==> config.mk <==
export PLATFORM = sky130hd
export DESIGN_NAME = ex_muldiv
export DESIGN_NICKNAME = d
export VERILOG_FILES = /design/src/rtl/ex_md_pkg.sv /design/src/rtl/ex_md_div_step.sv /design/src/rtl/ex_muldiv.sv
export SDC_FILE = /design/constraint.sdc
export NUM_CORES = 1
export LEC_CHECK = 0
export CORE_MARGIN = 2
export CORE_UTILIZATION = 40
export CTS_CLUSTER_SIZE = 28
export DETAILED_ROUTE_END_ITERATION = 8
export DONT_BUFFER_PORTS = 1
export PLACE_DENSITY = 0.61
export SKIP_LAST_GASP = 1
export SLEW_MARGIN = 25
export SYNTH_ARGS = -nofsm -noshare
export SYNTH_HDL_FRONTEND = slang
export SYNTH_SLANG_ARGS = --single-unit
==> constraint.sdc <==
create_clock -name clk -period 7.4 [get_ports clk]
set_input_delay 1.48 -clock clk [delete_from_list [all_inputs] [get_ports clk]]
set_output_delay 1.48 -clock clk [all_outputs]
set_load 0.05 [all_outputs]
==> src/rtl/ex_md_pkg.sv <==
// ex_md_pkg: shared encodings and small decode helpers for the EX-stage
// iterative multiply/divide unit.
package ex_md_pkg;

    // Operation encodings presented on md_i_op
    typedef enum logic [1:0] {
        MD_MULT  = 2'b00,
        MD_MULTU = 2'b01,
        MD_DIV   = 2'b10,
        MD_DIVU  = 2'b11
    } md_op_e;

    // Sequencer states
    typedef enum logic [1:0] {
        IDLE = 2'd0,
        CALC = 2'd1,
        DONE = 2'd2
    } md_state_e;

    // Bit 1 of the opcode separates divides from multiplies
    function automatic logic is_div(input logic [1:0] op);
        return op[1];
    endfunction

    // Bit 0 clear means the operands are two's-complement
    function automatic logic is_signed_op(input logic [1:0] op);
        return ~op[0];
    endfunction

endpackage

==> src/rtl/ex_md_div_step.sv <==
// ex_md_div_step: one combinational restoring-division step. The partial
// remainder is shifted left by one with the next dividend bit appended, and
// the divisor is subtracted back out only when it fits.
module ex_md_div_step #(
    parameter int DATA_W = 32
) (
    input  logic [DATA_W:0]   rem,
    input  logic              dividend_bit,
    input  logic [DATA_W-1:0] divisor,
    output logic [DATA_W:0]   rem_next,
    output logic              quo_bit
);

    logic [DATA_W+1:0] shifted;
    logic [DATA_W+1:0] trial;

    // One extra top bit on the trial subtraction exposes the borrow, which
    // is exactly "divisor did not fit"
    always_comb begin
        shifted  = {rem, dividend_bit};
        trial    = shifted - {2'b00, divisor};
        quo_bit  = ~trial[DATA_W+1];
        rem_next = quo_bit ? trial[DATA_W:0] : shifted[DATA_W:0];
    end

endmodule

==> src/rtl/ex_muldiv.sv <==
// ex_muldiv: iterative radix-2 multiply/divide unit for the EX stage.
// Runs MULT/MULTU/DIV/DIVU over DATA_W cycles, holds busy while iterating and
// presents the HI/LO pair with a one-cycle done pulse.
// Optional build macro EX_MD_EARLY_EXIT_EN: multiplies stop as soon as the
// remaining partial products are known to be zero.
module ex_muldiv
    import ex_md_pkg::*;
#(
    parameter int DATA_W = 32
) (
    input  logic              clk,
    input  logic              rst_,
    input  logic              md_i_start,
    input  logic [1:0]        md_i_op,
    input  logic [DATA_W-1:0] md_i_opa,
    input  logic [DATA_W-1:0] md_i_opb,
    input  logic              md_i_cancel,
    output logic              md_o_busy,
    output logic              md_o_done,
    output logic [DATA_W-1:0] md_o_hi,
    output logic [DATA_W-1:0] md_o_lo,
    output logic              md_o_div_by_zero
);

    localparam int CNT_W = $clog2(DATA_W) + 1;
    localparam logic [CNT_W-1:0] LAST_STEP = CNT_W'(DATA_W - 1);

    md_state_e           state;
    logic [1:0]          op;
    logic [CNT_W-1:0]    cnt;
    logic [DATA_W-1:0]   mag_a;
    logic [DATA_W-1:0]   mag_b;
    logic [2*DATA_W-1:0] acc;
    logic [DATA_W:0]     rem_q;
    logic [DATA_W-1:0]   quo;
    logic                res_neg;
    logic                rem_neg;
    logic                dbz_q;
    logic [DATA_W-1:0]   out_hi;
    logic [DATA_W-1:0]   out_lo;
    logic                out_dbz;

    logic                a_neg;
    logic                b_neg;
    logic [DATA_W-1:0]   a_mag;
    logic [DATA_W-1:0]   b_mag;
    logic [DATA_W:0]     mul_sum;
    logic [2*DATA_W-1:0] acc_next;
    logic [DATA_W:0]     rem_step;
    logic                quo_bit;
    logic                mul_exit;
    logic [2*DATA_W-1:0] prod_aligned;
    logic [2*DATA_W-1:0] prod;
    logic [DATA_W-1:0]   quot;
    logic [DATA_W-1:0]   remd;
    logic [DATA_W-1:0]   res_hi;
    logic [DATA_W-1:0]   res_lo;
    logic                res_dbz;
    logic                show;

    // Signed operands are converted to magnitudes before iterating; the
    // most-negative value maps to its own bit pattern, which is the correct
    // unsigned magnitude
    always_comb begin
        a_neg = is_signed_op(md_i_op) & md_i_opa[DATA_W-1];
        b_neg = is_signed_op(md_i_op) & md_i_opb[DATA_W-1];
        a_mag = a_neg ? -md_i_opa : md_i_opa;
        b_mag = b_neg ? -md_i_opb : md_i_opb;
    end

    // Shift-add multiply step: add the multiplicand into the upper half when
    // the current multiplier bit is set, then shift the whole accumulator right
    always_comb begin
        mul_sum  = {1'b0, acc[2*DATA_W-1:DATA_W]} + (mag_b[0] ? {1'b0, mag_a} : '0);
        acc_next = {mul_sum, acc[DATA_W-1:1]};
    end

    ex_md_div_step #(
        .DATA_W(DATA_W)
    ) u_div_step (
        .rem          (rem_q),
        .dividend_bit (quo[DATA_W-1]),
        .divisor      (mag_b),
        .rem_next     (rem_step),
        .quo_bit      (quo_bit)
    );

`ifdef EX_MD_EARLY_EXIT_EN
    logic [CNT_W-1:0] shamt;

    // A multiply can stop once no set multiplier bits remain after this step
    // or the multiplicand is zero; the accumulator is then short of its final
    // alignment by the number of skipped steps
    always_comb begin
        mul_exit = ~is_div(op) & ((mag_b[DATA_W-1:1] == '0) | (mag_a == '0));
        shamt    = CNT_W'(DATA_W) - cnt;
    end
`else
    // Fixed-length multiply: no early termination
    always_comb begin
        mul_exit = 1'b0;
    end
`endif

    // Sign correction and result selection, valid while in DONE
    always_comb begin
        prod_aligned = acc;
`ifdef EX_MD_EARLY_EXIT_EN
        prod_aligned = acc >> shamt;
`endif
        prod = res_neg ? -prod_aligned : prod_aligned;
        quot = res_neg ? -quo : quo;
        remd = rem_neg ? -rem_q[DATA_W-1:0] : rem_q[DATA_W-1:0];
        if (dbz_q) begin
            res_hi  = quo;
            res_lo  = '1;
            res_dbz = 1'b1;
        end else if (is_div(op)) begin
            res_hi  = remd;
            res_lo  = quot;
            res_dbz = 1'b0;
        end else begin
            res_hi  = prod[2*DATA_W-1:DATA_W];
            res_lo  = prod[DATA_W-1:0];
            res_dbz = 1'b0;
        end
    end

    // The new result is presented only during a DONE cycle that is not being
    // flushed; otherwise the last committed result is held
    always_comb begin
        show             = (state == DONE) & ~md_i_cancel;
        md_o_busy        = (state == CALC);
        md_o_done        = show;
        md_o_hi          = show ? res_hi  : out_hi;
        md_o_lo          = show ? res_lo  : out_lo;
        md_o_div_by_zero = show ? res_dbz : out_dbz;
    end

    // Sequencer: accept in IDLE, iterate in CALC, commit the result in DONE
    always_ff @(posedge clk or negedge rst_) begin
        if (!rst_) begin
            state   <= IDLE;
            op      <= 2'b00;
            cnt     <= '0;
            mag_a   <= '0;
            mag_b   <= '0;
            acc     <= '0;
            rem_q   <= '0;
            quo     <= '0;
            res_neg <= 1'b0;
            rem_neg <= 1'b0;
            dbz_q   <= 1'b0;
            out_hi  <= '0;
            out_lo  <= '0;
            out_dbz <= 1'b0;
        end else begin
            case (state)
                IDLE: begin
                    if (md_i_start && !md_i_cancel) begin
                        op      <= md_i_op;
                        cnt     <= '0;
                        mag_a   <= a_mag;
                        mag_b   <= b_mag;
                        acc     <= '0;
                        rem_q   <= '0;
                        res_neg <= a_neg ^ b_neg;
                        rem_neg <= a_neg & (md_i_op == MD_DIV);
                        if (is_div(md_i_op) && (md_i_opb == '0)) begin
                            dbz_q <= 1'b1;
                            quo   <= md_i_opa;
                            state <= DONE;
                        end else begin
                            dbz_q <= 1'b0;
                            quo   <= a_mag;
                            state <= CALC;
                        end
                    end
                end
                CALC: begin
                    if (md_i_cancel) begin
                        state <= IDLE;
                    end else begin
                        cnt <= cnt + CNT_W'(1);
                        if (is_div(op)) begin
                            rem_q <= rem_step;
                            quo   <= {quo[DATA_W-2:0], quo_bit};
                        end else begin
                            acc   <= acc_next;
                            mag_b <= mag_b >> 1;
                        end
                        if ((cnt == LAST_STEP) || mul_exit) begin
                            state <= DONE;
                        end
                    end
                end
                DONE: begin
                    if (!md_i_cancel) begin
                        out_hi  <= res_hi;
                        out_lo  <= res_lo;
                        out_dbz <= res_dbz;
                    end
                    state <= IDLE;
                end
                default: begin
                    state <= IDLE;
                end
            endcase
        end
    end

endmodule

## Word level (Yosys, flattened, before mapping)

Index checks and enable logic that the tools add are counted.

- Register bits: 271
- Output and inout bits: 67
- Logic and storage cells: 92

- Add/subtract/negate cells: 8
- Eq/ne operators: 9
- Muxes and demuxes: 41
- Bitwise gates (word level): 8
- Reductions and logical operators: 12

Operators by type and width:

| operator | number |
|---|---|
| 32-bit two-way mux | 18 |
| 64-bit two-way mux | 4 |
| 33-bit two-way mux | 4 |
| 32-bit negation | 4 |
| 32-bit one-hot mux with 2 select lines | 2 |
| 64-bit one-hot mux with 2 select lines | 1 |
| 33-bit one-hot mux with 2 select lines | 1 |
| 64-bit negation | 1 |
| 34-bit by 32-bit subtractor with 34-bit output | 1 |
| 32-bit by 32-bit adder with 33-bit output | 1 |
| 32-bit zero test | 1 |
| 6-bit two-way mux | 2 |
| 6-bit one-hot mux with 2 select lines | 1 |
| 2-bit two-way mux | 4 |
| 4-bit AND reduction | 2 |
| 6-bit by 1-bit adder with 6-bit output, second input constant | 1 |
| 6-bit by 5-bit equality test with 1-bit output, second input constant | 1 |
| 2-bit != test, second input constant | 3 |
| 2-bit AND reduction | 3 |
| 1-bit AND | 4 |
| 2-bit equality test, second input constant | 2 |
| 2-bit one-hot mux with 2 select lines | 1 |
| 1-bit two-way mux | 3 |
| 3-bit by 2-bit != test with 1-bit output, second input constant | 1 |
| other kinds (9) | 12 |

## Logic depth before layout (Yosys ltp)

Gate-level depths: netlist of run 1.

- Depth after elaboration: 6
- Depth in mapped cells: 14
- Depth with buffers taken out: 13

## By module

Synthesis of run 1 repeated with hierarchy kept, for this count alone.

- Cells, all modules: 2499
- Area, all modules: 20055.5 µm²

Modules (own cells, without submodules):

| module | instances | cells an instance | area each (µm²) |
|---|---|---|---|
| ex_muldiv | 1 | 2193 | 17842.1 |
| ex_md_div_step | 1 | 306 | 2213.4 |

## Least setup slack after synthesis of run 1

OpenSTA, ideal clock, no wires.

- Kind: input port to output port
- Start: input md_i_cancel
- End: output md_o_lo[19]
- Arrival time: 3.981 ns
- Required time: 5.920 ns
- Slack: 1.939 ns
- Cell stages on the path: 7
- Path buffers: 3
- Cell sequence: or3b_2 -> clkbuf_1 -> inv_1 -> clkbuf_1 -> clkbuf_1 -> nor2_1 -> a21oi_1

- Word-level cells in the longest chain between the ends: 3

RTL lines:

| what | line | source |
|---|---|---|
| from (decl) | ex_muldiv.sv:17 | `input logic md_i_cancel,` |
| 1-bit NOT (no line) | - |  |
| 1-bit AND | ex_muldiv.sv:132 | `show = (state == DONE) & ~md_i_cancel;` |
| net md_o_done | ex_muldiv.sv:19 | `output logic md_o_done,` |
| 32-bit two-way mux | ex_muldiv.sv:136 | `md_o_lo = show ? res_lo : out_lo;` |
| to (decl) | ex_muldiv.sv:21 | `output logic [DATA_W-1:0] md_o_lo,` |

The timed path passes the listed nets, and every way through them passes these cells.

## Worst setup path after layout of run 1

- Start: register acc[6]
- End: output md_o_hi[16]

- Word-level cells in the longest chain between the ends: 5

RTL lines:

| what | line | source |
|---|---|---|
| from (decl) | ex_muldiv.sv:33 | `logic [2*DATA_W-1:0] acc;` |
| from (signal assigned) | ex_muldiv.sv:189 | `acc <= acc_next;` |
| 64-bit negation | ex_muldiv.sv:111 | `prod = res_neg ? -prod_aligned : prod_aligned;` |
| 64-bit two-way mux | ex_muldiv.sv:111 |  |
| 32-bit two-way mux | ex_muldiv.sv:118 | `end else if (is_div(op)) begin` |
| 32-bit two-way mux | ex_muldiv.sv:114 | `if (dbz_q) begin` |
| 32-bit two-way mux | ex_muldiv.sv:135 | `md_o_hi = show ? res_hi : out_hi;` |
| to (decl) | ex_muldiv.sv:20 | `output logic [DATA_W-1:0] md_o_hi,` |

No other way between the ends.

==> results of run 1 <==
cells by family (layout without fill, tap and decap cells):
logic type / after synthesis / in the layout / share of synthesized area [%]
AO/OA/AOI/OAI: 704 / 704 / 21.4
buffers and inverters: 220 / 172 / 4.27
XOR/XNOR: 258 / 258 / 11.5
other: 0 / 1 / 0
multiplexers: 38 / 38 / 2.03
adder cells (fa/ha/maj): 72 / 72 / 4.68
AND/OR/NAND/NOR: 882 / 882 / 21.6
flip-flops: 270 / 270 / 34.5
metrics by stage:
step	util (%)	worst slack [ps]	area [um^2]	std cells	total power, mW
floorplan	-	1940	19600	2444	3.21
global placement	41.4	2110	20100	2957	3.76
detailed placement	41.4	2110	20200	2957	3.79
CTS	43.7	1520	21300	3018	5.49
global route	43.9	1350	21300	3018	5.82
finish	43.9	1540	21300	3019	5.50
cell type report:
type / count / share of cell area, %
multi-input combinational: 1954 / 56.8
sequential: 270 / 31.7
clock buffer: 42 / 4.52
tap: 622 / 3.65
timing repair buffer: 37 / 1.30
inverter: 74 / 1.30
clock inverter: 19 / 0.710
antenna: 1 / 0.0117
power breakdown:
part           switching (mW)  internal (mW)  leakage, nW
Sequential              0.377           1.68         3.58
Clock                   0.693          0.997        0.565
Combinational            1.09          0.670         5.30
registers in the layout (all words and copies together) (netlist names):
name,count
acc,64
rem_q,33
mag_a,32
mag_b,32
out_hi,32
out_lo,32
quo,32
cnt,6
state,2
dbz_q,1
op,1
out_dbz,1
rem_neg,1
res_neg,1
worst min-delay path: cells and delay by family (launching register included):
family	cells	cell delay (ps)
flip-flops	1	330
AO/OA/AOI/OAI	1	60
AND/OR/NAND/NOR	1	50
cells in the final DEF, fill, tap and decap left out, types with 6 or more instances in the layout:
cell type and count:
nand3_1 140, and2_1 40, a31oi_1 17, o21a_1 10, a21o_1 39, xnor2_1 151, a21boi_0 6, clkinv_2 15
buf_4 37, o211ai_1 6, nor3_1 33, a221oi_1 7, inv_1 71, nor2b_1 13, nor2_1 179, dfrtp_1 268
nand4_1 19, or2_2 9, nor4_1 23, xor2_1 107, or4_1 12, o21ai_2 6, nand2b_1 16, o22ai_1 9
o21ai_1 12, ha_1 70, or3_1 43, a21oi_1 185, nand2_1 296, a21oi_2 14, o21ai_0 265, o31ai_1 50
o21bai_1 13, clkbuf_16 37, and3_1 19, a211oi_1 9, mux2i_1 34, o41ai_1 14, nor3b_1 9
path summary, 6_finish.rpt:
path,start,endpoint,slack (ps)
min,mag_a[8],mag_a[8],470
min in group asynchronous,rst_,out_lo[24],660
max,acc[6],md_o_hi[16],1540
max in group asynchronous,rst_,acc[31],5960
min reg2reg,mag_a[8],mag_a[8],470
max reg2reg,rem_q[4],rem_q[0],3180
per-layer routing:
metal | track usage (%) | up-vias | routed length, um
met5 | 0 | - | 40
met4 | 8.89 | 6 | 2090
met3 | 8.31 | 88 | 6600
met2 | 38.0 | 629 | 27600
met1 | 35.9 | 8455 | 29600
li1 | - | 8514 | -
==> flow_summary.toml, run 1 <==
[run_status]
status = "complete, no violations"

[clock_network]
postCtsSetupBuffers = 0
clkTransAtPathRegs_ps = 60
cts_resized = 0
clock-sinks = 270
cts_buffer_depth = 3
htreeDepth = 2
cts_hold_buf = 0
worstSkewPairLatency_ps = 550
cts_tree = "yes"
cts.root.buffer_cell = "clkbuf_16"
numCtsBuffers = 34

[global_routing]
grt-ovfl-total = 0
antenna_found_initial = 5
grt_use_total_pct = 26.0
grt_pass1_wl_um = 101000
grt_max_degree = 271
grt_pass1_vias = 16700

[sta]
finalHoldViolCount = 0
slew_headroom_pct = 26.1
drv_slew = 0
min_period_over_period_pct = 79.2
max_freq_mhz = 171
fin_setup_tns_ps = 0
setup_violations = 0
tightest_slew_ps = 1110
whs_ps = 473
period_needed_ps = 5860
rsz0062_at_grt = "false"
clock_skew_ps = 15.0

[detailed_routing]
via_per_inst = 5.86
routed_wl_um = 65900
wl_per_cell_um = 21.8
drc = 0
routed-via-count = 17700
first_pass_iters = 5
antenna_left = 0
drt-initial-drc-count = 1700

[yosys]
synth_fp_nets = 2586
ys_async_sr_fraction_pct = 100
synth_top_area_share_pct = 34.5
syn_area_um2 = 19600
yosys.area.top_type = "dfrtp_1"
synth-seq-cells = 270
synth.most_common_cell = "nand2_1"
synth_common_cells = "nand2_1, o21ai_0, dfrtp_1"
synth_cell_types = 77
postSynthAreaPerCell_um2 = 8.01
synth-seq-area-share_pct = 34.5
yosys_warnings = 0
synth_area_leaders = "dfrtp_1, o21ai_0, xnor2_1"
synth_edf_count = 0
syn_inst = 2444
synth_ff_type = "dfrtp_1"

[setup_path]
endpoint_kind = "output pin"
path_max_fanout = 6
path_class = "reg -> out"
slowest_stage = "o21ai_1"
cp_top_family = "compound AO/OA/AOI/OAI gates"
reg2reg_depth = 10
start_kind = "register"
required_ps = 5920
critPathMaxStageDelay_ps = 840
cp_cell_sequence = "or4_4, nor4_1, nand3_1, o41ai_1, xnor2_1, nor2_1, a211oi_1, a21oi_1, o21ai_1"
crit_cells = 9
crit_buf_inv = 0
arrival_ps = 4380

[layout]
fill_cells = 4900
area_growth_pct = 8.93
multi_input_area_um2 = 12100
drive_above_1_share_pct = 6.84
finish.net_count = 2513
seq_area_um2 = 6760

[job]
cap_violations = 0

[placement]
portBuffers = 0
hpwl_um = 49400
gp_congestion = 0.931

[power]
ir_worst_vdd_mv = 0.185
leakagePower_nw = 9.44
powerDensity_nw_per_um2 = 258

[floorplanning]
core_um2 = 48600
die_h_um = 225
die_area_um2 = 50700
initial_core_util_pct = 40.3
num_rows = 81
io_pins = 137
die_w_um = 225

[min_path]
worstHoldPathCells = 2
hp-class = "reg -> reg"
(Power assumes the default switching activity.)
==> run 2, diff against run 1 <==
--- a/config.mk
+++ b/config.mk
@@ -10,7 +10,7 @@
 export CTS_CLUSTER_SIZE = 28
 export DETAILED_ROUTE_END_ITERATION = 8
 export DONT_BUFFER_PORTS = 1
-export PLACE_DENSITY = 0.61
+export PLACE_DENSITY = 0.63
 export SKIP_LAST_GASP = 1
 export SLEW_MARGIN = 25
 export SYNTH_ARGS = -nofsm -noshare
==> constraint.sdc (replaced) <==
create_clock -name clk -period 5.3 [get_ports clk]
set_input_delay 1.06 -clock clk [delete_from_list [all_inputs] [get_ports clk]]
set_output_delay 1.06 -clock clk [all_outputs]
set_load 0.05 [all_outputs]
==> run 2 against run 1 <==
  * Non-clock buffer count increased by 40
  * Routed wire length increased by 0.47%
  * Sequential share of layout area is 0.45 points lower
  * Count of clock-buffer cells in the layout is 9 higher
  * Die area unchanged
  * First-iteration DRC count shrank 0.53%
  * Power rose by 42%
  * Via count grew 1.5%
  * Final area up 1.5%
  * Sequential cell count is the same
  * Final cell count is 1.3% higher
  * Critical endpoint is now md_o_lo[26]
  * Largest cell class unchanged
  * Largest power group unchanged
==> flow_summary.toml, run 2 (same netlist as run 1, synthesis figures left out) <==
[clock_network]
htreeDepth = 2
clkTransAtPathRegs_ps = 60
cts.root.buffer_cell = "clkbuf_16"
worstSkewPairLatency_ps = 570
clock-sinks = 270
cts_hold_buf = 0
numCtsBuffers = 35
cts_buffer_depth = 3
postCtsSetupBuffers = 0
cts_tree = "yes"

[layout]
reg.largest.list = "acc (64), rem_q (33)"
area_growth_pct = 10.5
largest_reg_flops = 64
layout_common_cells = "nand2_1, dfrtp_1, o21ai_0"
largest-register = "acc"
diodes = 0
finish.net_count = 2554
drive_above_1_share_pct = 7.71
final_common_cell = "nand2_1"

[placement]
hpwl_um = 49800
dpl_worst_slack_ps = 482
portBuffers = 0
gp_congestion = 0.978

[setup_path]
endpoint_kind = "output pin"
path_max_fanout = 5
path_class = "reg -> out"
start_kind = "register"
required_ps = 4240
critPathMaxStageDelay_ps = 560
crit_buf_inv = 0
timing.rr.start = "mag_b[0]"
cp_top_family = "simple AND/OR/NAND/NOR gates"
slowest_stage = "or4_4"
worst_r2r_endpoint = "rem_q[0]"
cp_common_cell = "or3_1"
cp_cell_sequence = "or4_4, or3_1, or4b_4, or3_1, nand2b_1, nand2_1, xnor2_1, a211oi_1, o21ai_2"
arrival_ps = 4130
rrSetupSlack_ps = 1210
reg2reg_depth = 11

[floorplanning]
die_w_um = 225
die_area_um2 = 50700
die_h_um = 225
core_um2 = 48600
initial_core_util_pct = 40.3
io_pins = 137
num_rows = 81

[min_path]
hp-class = "in -> async"

[sta]
max_freq_mhz = 193
clock_skew_ps = 36.7
period_needed_ps = 5190
tightest_slew_ps = 1020
fin_setup_tns_ps = 0
setup_ws_ps = 108
drv_slew = 0
min_period_over_period_pct = 98.0
setup_violations = 0
rsz0062_at_grt = "false"
slew_headroom_pct = 31.8
finalHoldViolCount = 0

[detailed_routing]
via_per_inst = 5.87
wl_per_cell_um = 21.7
routed-via-count = 18000
antenna_left = 0
first_pass_iters = 5
drt-initial-drc-count = 1691
routed_wl_um = 66200
drc = 0

[run_status]
status = "complete, no violations"

[power]
leakagePower_nw = 9.67
powerDensity_nw_per_um2 = 362
ir_worst_vdd_mv = 0.204

[job]
cap_violations = 0

[global_routing]
grt_pass1_wl_um = 102000
grt-ovfl-total = 0
grt_use_total_pct = 26.0
grt_max_degree = 271
antenna_found_initial = 0
grt_pass1_vias = 17000
[run 2: worst max-delay path by stage]
| stage | to | cells after the start | slack, ps | startpoint |
|---|---|---|---|---|
| after CTS | md_o_lo[23] | 8 | 70 | quo[13] |
| final | md_o_lo[26] | 9 | 110 | quo[13] |
| after global placement | md_o_hi[17] | 8 | 530 | acc[41] |
| after detailed placement | md_o_hi[17] | 8 | 480 | acc[41] |
| after floorplan | md_o_lo[29] | 9 | 310 | quo[13] |
| after global routing | md_o_lo[26] | 9 | 4 | quo[12] |
[run 2: layer usage]
| layer | up-vias | share of wire (%) | GRT usage [%] |
|---|---|---|---|
| met5 | - | 0 | 0 |
| met4 | 0 | 3.4 | 8.76 |
| met3 | 100 | 10 | 9.39 |
| met2 | 654 | 42 | 37.8 |
| met1 | 8629 | 44 | 35.7 |
| li1 | 8578 | - | - |
[run 2: power by group]
part / total [mW] / internal [mW] / switching (mW)
logic: 2.49 / 0.957 / 1.53
registers: 2.86 / 2.34 / 0.526
clock network: 2.49 / 1.50 / 0.983
total: 7.84 / 4.80 / 3.04
[run 2: timing repair]
action / 4_1_cts / 5_1_grt
endpoints found under the setup margin: 2 / 2
endpoints found under the hold margin: 0 / 0
gates resized for setup: 2 / 2
[run 2: final cells by class]
class	count	area, um^2
fillers	4845	27000
well taps	622	778
clock inverters	11	143
inverters	74	278
flip-flops and latches	270	6760
multi-input cells	1954	12100
clock buffers	51	1040
repair buffers	77	591
[run 2: worst reg2reg max path: cells and delay by family (launching register included)]
| family | cells | cell delay (ps) |
|---|---|---|
| AND/OR/NAND/NOR | 2 | 360 |
| flip-flops | 1 | 610 |
| adder cells (fa/ha/maj) | 1 | 360 |
| multiplexers | 1 | 390 |
| buffers and inverters | 1 | 290 |
| AO/OA/AOI/OAI | 6 | 2000 |
[run 2: stage by stage]
step	cells	utilization, %	power (mW)	area, um^2	hold slack, ps
3_3_place_gp	2997	42.0	5.25	20400	459
6_report	3059	44.5	7.84	21600	243
3_5_place_dp	2997	42.0	5.30	20400	463
5_1_grt	3059	44.5	8.25	21600	212
2_1_floorplan	2444	-	4.48	19600	442
4_1_cts	3059	44.5	7.82	21600	189
==> run 3, diff against run 2 <==
--- a/config.mk
+++ b/config.mk
@@ -7,7 +7,7 @@
 export LEC_CHECK = 0
 export CORE_MARGIN = 2
 export CORE_UTILIZATION = 40
-export CTS_CLUSTER_SIZE = 28
+export CTS_CLUSTER_SIZE = 12
 export DETAILED_ROUTE_END_ITERATION = 8
 export DONT_BUFFER_PORTS = 1
 export PLACE_DENSITY = 0.63
==> results of run 3 <==
Final layout, timing and power as in run 2 (identical DEF).
